<file path="src/rtl/iterative_shifter_pkg.sv">
// Shared encodings for the iterative shifter: operation codes and FSM states.
package iterative_shifter_pkg;

  typedef enum logic [1:0] {
    OP_SLL = 2'b00,
    OP_SRL = 2'b01,
    OP_SRA = 2'b10,
    OP_ROL = 2'b11
  } shift_op_e;

  typedef enum logic [1:0] {
    S_IDLE  = 2'b00,
    S_SHIFT = 2'b01,
    S_DONE  = 2'b10
  } state_e;

endpackage

</file>
<file path="src/rtl/iterative_shifter_if.sv">
// Request/response bundle between the EX stage and the iterative shifter.
// Handshake: start is only taken while busy=0; done pulses one cycle with out valid,
// and out then holds until the next accepted start completes.
interface iterative_shifter_if #(
  parameter int N = 32
);
  logic                 start;
  logic [1:0]           op;
  logic [N-1:0]         a;
  logic [$clog2(N)-1:0] shamt;
  logic                 busy;
  logic                 done;
  logic [N-1:0]         out;

  modport master (output start, op, a, shamt, input busy, done, out);
  modport slave  (input start, op, a, shamt, output busy, done, out);
endinterface

</file>
<file path="src/rtl/iterative_shifter_shift_step.sv">
// One combinational shift step of 0..STEP bits with SLL/SRL/SRA fill rules.
// Rotate-left is present only when ITERATIVE_SHIFTER_ROTATE_EN is defined.
module iterative_shifter_shift_step
  import iterative_shifter_pkg::*;
#(
  parameter int N    = 32,
  parameter int STEP = 4,
  parameter int AW   = $clog2(STEP + 1)
) (
  input  logic [N-1:0]  din,
  input  logic [AW-1:0] amt,
  input  shift_op_e     op,
  output logic [N-1:0]  dout
);
`ifdef ITERATIVE_SHIFTER_ROTATE_EN
  logic [2*N-1:0] dbl;
  assign dbl = {din, din} << amt;
`endif

  always_comb begin
    dout = din << amt;
    case (op)
      OP_SRL: dout = din >> amt;
      OP_SRA: dout = $signed(din) >>> amt;
`ifdef ITERATIVE_SHIFTER_ROTATE_EN
      OP_ROL: dout = dbl[2*N-1:N];
`endif
      default: dout = din << amt;
    endcase
  end
endmodule

</file>
<file path="src/rtl/iterative_shifter.sv">
// Multi-cycle shifter: SLL/SRL/SRA (ROL with ITERATIVE_SHIFTER_ROTATE_EN), up to STEP bits
// per cycle, with start/busy/done handshake. FSM state is exported on dbg_state.
module iterative_shifter
  import iterative_shifter_pkg::*;
#(
  parameter int N    = 32,
  parameter int STEP = 4
) (
  input  logic                clk,
  input  logic                rst,
  iterative_shifter_if.slave  bus,
  output state_e              dbg_state
);
  localparam int RW = $clog2(N);
  localparam int AW = $clog2(STEP + 1);
  localparam logic [RW:0] STEP_EXT = (RW + 1)'(STEP);

  state_e          state, state_nx;
  logic [N-1:0]    acc, out_q, step_out;
  logic [RW-1:0]   remaining, rem_nx;
  logic [AW-1:0]   amt;
  shift_op_e       op_q;

  // amt = min(remaining, STEP); rem_nx therefore never wraps below zero
  always_comb begin
    amt = AW'(remaining);
    if ({1'b0, remaining} > STEP_EXT) amt = AW'(STEP);
    rem_nx = remaining - RW'(amt);
  end

  iterative_shifter_shift_step #(.N(N), .STEP(STEP), .AW(AW)) u_step (
    .din  (acc),
    .amt  (amt),
    .op   (op_q),
    .dout (step_out)
  );

  always_ff @(posedge clk) begin
    if (rst) state <= S_IDLE;
    else     state <= state_nx;
  end

  always_comb begin
    state_nx = state;
    case (state)
      S_IDLE:  if (bus.start) state_nx = (bus.shamt == '0) ? S_DONE : S_SHIFT;
      S_SHIFT: if (rem_nx == '0) state_nx = S_DONE;
      S_DONE:  state_nx = S_IDLE;
      default: state_nx = S_IDLE;
    endcase
  end

  always_ff @(posedge clk) begin
    if (rst) begin
      acc       <= '0;
      remaining <= '0;
      op_q      <= OP_SLL;
      out_q     <= '0;
    end else begin
      case (state)
        S_IDLE: begin
          if (bus.start) begin
            acc       <= bus.a;
            remaining <= bus.shamt;
            op_q      <= shift_op_e'(bus.op);
          end
        end
        S_SHIFT: begin
          acc       <= step_out;
          remaining <= rem_nx;
        end
        S_DONE:  out_q <= acc;
        default: out_q <= out_q;
      endcase
    end
  end

  // During DONE the result is forwarded straight from acc so it is visible with the pulse
  assign bus.busy  = (state != S_IDLE);
  assign bus.done  = (state == S_DONE);
  assign bus.out   = (state == S_DONE) ? acc : out_q;
  assign dbg_state = state;
endmodule

</file>
<file path="src/flat_wrapper.sv">
// flat-port wrapper written by rule: the top's interface ports become plain ports
module iterative_shifter_flat import iterative_shifter_pkg::*;
#(
  parameter int N    = 32,
  parameter int STEP = 4
)
  (clk, rst, dbg_state, bus_start, bus_op, bus_a, bus_shamt, bus_busy, bus_done, bus_out);
  iterative_shifter_if #(.N(N)) bus_i ();
  input  logic clk;
  input  logic rst;
  output state_e dbg_state;
  input wire logic [$bits(bus_i.start)-1:0] bus_start;
  input wire logic [$bits(bus_i.op)-1:0] bus_op;
  input wire logic [$bits(bus_i.a)-1:0] bus_a;
  input wire logic [$bits(bus_i.shamt)-1:0] bus_shamt;
  output wire logic [$bits(bus_i.busy)-1:0] bus_busy;
  output wire logic [$bits(bus_i.done)-1:0] bus_done;
  output wire logic [$bits(bus_i.out)-1:0] bus_out;
  assign bus_i.start = bus_start;
  assign bus_i.op = bus_op;
  assign bus_i.a = bus_a;
  assign bus_i.shamt = bus_shamt;
  assign bus_busy = bus_i.busy;
  assign bus_done = bus_i.done;
  assign bus_out = bus_i.out;
  iterative_shifter #(.N(N), .STEP(STEP)) u_core (.clk(clk), .rst(rst), .bus(bus_i), .dbg_state(dbg_state));
endmodule
</file>
<file path="config.mk">
export PLATFORM = sky130hd
export DESIGN_NAME = iterative_shifter_flat
export DESIGN_NICKNAME = d
export VERILOG_FILES = /design/src/rtl/iterative_shifter_pkg.sv /design/src/rtl/iterative_shifter_if.sv /design/src/rtl/iterative_shifter_shift_step.sv /design/src/rtl/iterative_shifter.sv /design/src/flat_wrapper.sv
export SDC_FILE = /design/constraint.sdc
export NUM_CORES = 1
export LEC_CHECK = 0
export BUFFER_PORTS_ARGS = -buffer_cell sky130_fd_sc_hd__buf_2
export CORE_UTILIZATION = 59
export DETAILED_ROUTE_END_ITERATION = 10
export GPL_TIMING_DRIVEN = 0
export PLACE_DENSITY = 0.82
export SLEW_MARGIN = 0
export SYNTH_ARGS = -nofsm -noshare
export SYNTH_HDL_FRONTEND = slang
export SYNTH_HIERARCHICAL = 1
export SYNTH_SLANG_ARGS = --single-unit
</file>
<file path="constraint.sdc">
create_clock -name clk -period 3 [get_ports clk]
set_input_delay 0.6 -clock clk [delete_from_list [all_inputs] [get_ports clk]]
set_output_delay 0.6 -clock clk [all_outputs]
set_load 0.05 [all_outputs]
</file>
Word-level counts from Yosys, hierarchy flattened
Cells that the tools add are included.

storage, ports and cells
  register bits = 73
  output and inout port bits = 36
  logic and storage cells = 35

cells by class
  $add $sub $neg = 1
  magnitude comparators = 1
  equal/unequal tests = 6
  shifts and indexed selects = 3
  multiplexer cells = 11
  reductions and logical operators = 8

operators by type and width
  cell                  count
  $pmux W32 S2          2
  $mux W32              2
  $shl A32 B3 Y32       1
  $shr A32 B3 Y32       1
  $sshr A32 B3 Y32      1
  $logic_not A5 Y1      2
  $pmux W5 S2           1
  $mux W2               3
  $reduce_and A2 Y1     3
  $gt A5 B3 Y1 const B  1
  $mux W5               1
  $sub A5 B3 Y5         1
  $eq A2 B1 Y1 const B  2
  $eq A2 B2 Y1 const B  2
  $pmux W2 S2           1
  $reduce_bool A2 Y1    2
  $mux W3               1
  $logic_not A2 Y1      1
  $ne A2 B1 Y1 const B  1
  $ne A2 B2 Y1 const B  1

Depth between registers and ports, before layout
  depth in word-level cells = 6
  gate-level depth with buffers = 13
  mapped depth without buffers = 9

Hierarchy
Netlist, hierarchy kept.

modules (own cells, without submodules)
  module                        times used  cells an instance  area an instance (sq um)
  iterative_shifter             1           354                3,347.0
  iterative_shifter_shift_step  1           270                2,329.7

Least setup slack after synthesis
No wires, ideal clock.

  kind = register -> output
  start = register u_core.state[0], in the netlist u_core/dbg_state[0]
  end = output port bus_out[10]
  arrival time = 1.643 ns
  required time = 2.400 ns
  slack = 0.757 ns
  cell stages (with the launch flop) = 6
  path buffers = 3
  cell sequence = dfxtp_1 buf_4 nand2b_4 buf_6 buf_6 mux2_4

between the ends
  longest elaborated chain between the ends = 2

ends and longest elaborated chain
  what                    line                     source
  from (decl)             iterative_shifter.sv:18  state_e state, state_nx;
  from (signal assigned)  iterative_shifter.sv:40  else state <= state_nx;
  $eq A2 B2 Y1            iterative_shifter.sv:81  assign bus.out = (state == S_DONE) ? acc : out_q;
  $mux W32                iterative_shifter.sv:81
  to (decl)               flat_wrapper.sv:18       output wire logic [$bits(bus_i.out)-1:0] bus_out;

Every way passes these cells.

Worst setup path in the final report
  start = register u_core.remaining[3]
  end = register u_core.acc[27]

between the ends
  longest elaborated chain between the ends = 5
  elaborated cells on any way between the ends = 7
  classes of those cells = order compare: 1; shift: 3; mux: 3

ends and longest elaborated chain
  what                                     line                                source
  from (decl)                              iterative_shifter.sv:20             logic [RW-1:0] remaining, rem_nx;
  from (signal assigned)                   iterative_shifter.sv:64             remaining <= bus.shamt;
  from (signal assigned)                   iterative_shifter.sv:70             remaining <= rem_nx;
  $gt A5 B3 Y1 *                           iterative_shifter.sv:27             if ({1'b0, remaining} > STEP_EXT) amt = AW'(STEP);
  $mux W3 *                                iterative_shifter.sv:27
  net u_core.amt[0]                        iterative_shifter.sv:21             logic [AW-1:0] amt;
  $shl A32 B3 Y32 (tied with other cells)  -
  $pmux W32 S2 *                           iterative_shifter_shift_step.sv:22  case (op)
  net u_core.step_out[27]                  iterative_shifter.sv:19             logic [N-1:0] acc, out_q, step_out;
  $pmux W32 S2 *                           iterative_shifter.sv:60             case (state)
  to (signal assigned)                     iterative_shifter.sv:63             acc <= bus.a;
  to (signal assigned)                     iterative_shifter.sv:69             acc <= step_out;
  to (decl)                                iterative_shifter.sv:19

The timed path passes the listed nets; every way through them passes the cells marked *.
A chain may end at the register's enable or synchronous reset.

==> impl_results.md <==
- Via count: 5442
- Number of diodes added for antenna fixing: 0
- Cell variety after synth: 64
- Resized cells post-CTS: 0
- Number of antenna violations at the first check in global routing: 0
- PD cells: 621.8 mW/mm^2
- Clock buffers created by TritonCTS: 9
- Post-CTS Setup Bufs: 0
- Die Span X: 100.1 um
- Actual transition at the worst max-transition pin: 876.2 ps
- Clock slew seen by the registers of the worst setup and hold paths: 90 ps
- CTS HTree Levels: 3
- Number of global-route vias before repair: 5064
- Average wire per standard cell: 21.39 um
- Initial Utilization: 61.15%
- Setup repair after global routing missed its margin: no
- Leading cell types in the layout, fill and taps excluded: 97 x sky130_fd_sc_hd__buf_2, 85 x sky130_fd_sc_hd__nand2_1, 77 x sky130_fd_sc_hd__mux2i_1
- Post-layout util: 69.18%
- Post-synth net total: 669
- Netlist Area Pre-Place: 0.005677 mm^2
- Library cell used as clock root buffer: sky130_fd_sc_hd__clkbuf_8
- Post-CTS Hold Buffers: 0
- Worst-skew pair later-pin latency: 360 ps
- Bufs on Longest Clock Path: 2
- Largest clock skew in the final design: 14.70 ps
- Setup Crit Path Kind: reg2reg
- Hold Fails Final Rpt: 0
- MaxCap Viol Count: 0
- Part of the cycle the worst path needs: 91.95%
- Synth area leaders: sky130_fd_sc_hd__dfxtp_1 26%, sky130_fd_sc_hd__mux2i_1 14%, sky130_fd_sc_hd__mux2_4 8.2%
- Leftover overflow at the end of global routing: 0
- Global router's overall resource usage: 36.39%
- Die outline height: 100.1 um
- Syn. warnings: 6
- First-pass GRT wire length: 27810 um
- Core area: 0.009284 mm^2
- Worst vdd ir: 0.3542 mV
- Synthesis-to-layout area growth: 13.14%
- Number of nets still failing antenna checks after routing: 0
- Final non-filler cell area: 0.006422 mm^2
- CTS Sinks: 73
- Port buffer count: 76
- GP Congestion: 0.9887
- Number of standard-cell rows in the floorplan: 35
- Period minus WS final: 2759 ps
- Fmax: 362.5 MHz
- Die area: 0.01002 mm^2
- Mean post-synth cell area: 9.097 um^2
- Predominant post-synthesis flop cell: sky130_fd_sc_hd__dfxtp_1
- Synth async-reset ratio: 0%
- Number of iterations in the first detailed-routing pass: 8
- Cell count after synthesis: 624
- Arrival time worst endpoint: 3030 ps
- Area share of the largest cell type after synthesis: 25.74%
- CTS tree: built
- Post-place instance area: 0.006218 mm^2
- Status: completed
- Leakage: 2.607 nW
- Nets@finish: 756
- Leading area contributor after synthesis: sky130_fd_sc_hd__dfxtp_1
- Crit path launch type: flop
- Number of pins with negative max-slew slack in the final report: 0
- Number of primary I/O pins: 78
- Most frequent standard cell in the layout excluding fill and tap cells: sky130_fd_sc_hd__buf_2
- Post-route setup TNS: 0 ps
- Kind of capture point of the worst setup path: flop
- Flop and latch count out of synthesis: 73
- Final Setup Violations: 0
- Sum of internal, switching and leakage power: 3.993 mW
- Detailed-route DRC error count: 0
- Worst Hold Slack: 501.2 ps
- Worst hold path class: in2reg
- Number of violations reported at the end of detailed-routing iteration 0: 547
- Worst Path Required: 3270 ps
- Via-to-Cell Ratio: 6.448
- Share of final-layout standard cells stronger than drive strength 1: 28.95%
- Maximum number of pins on one net before global-route repair: 13
- Number of enable-type register cells in the synthesized netlist: 0
- Register area share after synthesis: 25.74%
- Total Wirelength: 18050 um
- Post-DP HPWL: 13350 um
- Max FO, Critical Path: 10
- Worst-case headroom to the max-slew limit: 41.59%
-- where the power goes --
part           switching [mW]  total, mW  internal [mW]
Combinational            1.18       1.93          0.748
Clock                   0.400      0.825          0.425
Sequential              0.171       1.24           1.07
-- sequential cells by signal, indices dropped and copies added, names as in the netlist --
| register | count |
|---|---|
| u_core/acc | 32 |
| u_core/dbg_state | 2 |
| u_core/op_q | 2 |
| u_core/out_q | 32 |
| u_core/remaining | 5 |
-- layer usage --
metal  share of wire (%)  vias up  track usage [%]
li1                    -     2479                -
met1                  43     2604            49.98
met2                  45      317            57.14
met3                 8.9       42            5.850
met4                 2.9        0            14.72
met5                   0        -                0
-- per-stage QoR --
| stage | instances | setup slack (ps) |
|---|---|---|
| floorplan | 624 | 757.3 |
| global placement | 829 | 310.0 |
| detailed placement | 829 | 298.8 |
| CTS | 844 | 279.2 |
| global route | 844 | 37.89 |
| finish | 844 | 241.5 |
-- worst max-delay path, stage by stage, from the launching register on --
cell,delay [ps]
sky130_fd_sc_hd__dfxtp_1,310
sky130_fd_sc_hd__buf_4,150
sky130_fd_sc_hd__or2_1,240
sky130_fd_sc_hd__nor2_2,110
sky130_fd_sc_hd__and2_1,180
sky130_fd_sc_hd__buf_6,160
sky130_fd_sc_hd__buf_4,200
sky130_fd_sc_hd__buf_4,250
sky130_fd_sc_hd__mux2i_1,360
sky130_fd_sc_hd__nor3_1,100
sky130_fd_sc_hd__nor4_2,270
sky130_fd_sc_hd__nand2_1,80
sky130_fd_sc_hd__a311oi_1,260
-- logic make-up after synthesis --
group / Yosys count / synth area share [%]
flip-flops: 73 / 25.74
adder cells (fa/ha/maj): 3 / 0.6613
buffers and inverters: 68 / 7.428
AND/OR/NAND/NOR: 210 / 17.59
multiplexers: 140 / 30.11
AO/OA/AOI/OAI: 128 / 18.25
other: 1 / 0.06606
XOR/XNOR: 1 / 0.1543
-- area by class of cell --
| class | instances | area, um^2 |
|---|---|---|
| Fill cell | 758 | 2861 |
| Timing Repair Buffer | 76 | 380.4 |
| Sequential cell | 73 | 1461 |
| Tap cell | 129 | 161.4 |
| Multi-Input combinational cell | 483 | 3794 |
| Inverter | 8 | 30.03 |
| Clock inverter | 4 | 52.55 |
| Buffer | 60 | 391.6 |
| Clock buffer | 11 | 151.4 |
-- worst paths after layout --
path | start | end | slack [ps] | depth (start not counted)
worst max-delay path | u_core/remaining[3] | u_core/acc[27] | 240 | 12
worst min-delay path | bus_a[15] | u_core/acc[15] | 500 | 3
worst max register to register | u_core/remaining[3] | u_core/acc[27] | 240 | 12
worst min register to register | u_core/op_q[1] | u_core/op_q[1] | 550 | 2
-- synthesized netlist by cell type (all sizes together) (2+ instances only) --
cell / count
nand2b: 7
or2: 4
nand2: 85
ha: 3
mux2i: 77
a221o: 4
a311oi: 35
clkbuf: 17
and2: 4
dfxtp: 73
nor3b: 4
a21oi: 7
a211oi: 3
nor2b: 35
nand3b: 2
a2111oi: 3
nor2: 58
buf: 43
a31oi: 3
nand3: 2
o22ai: 4
a2bb2oi: 2
inv: 8
o21a: 4
mux2: 53
mux4: 10
o211ai: 9
o21ai: 7
o22a: 2
a22oi: 21
o221ai: 16
nor3: 5
o31ai: 2
Note: power is estimated with default switching activity, not from simulation.
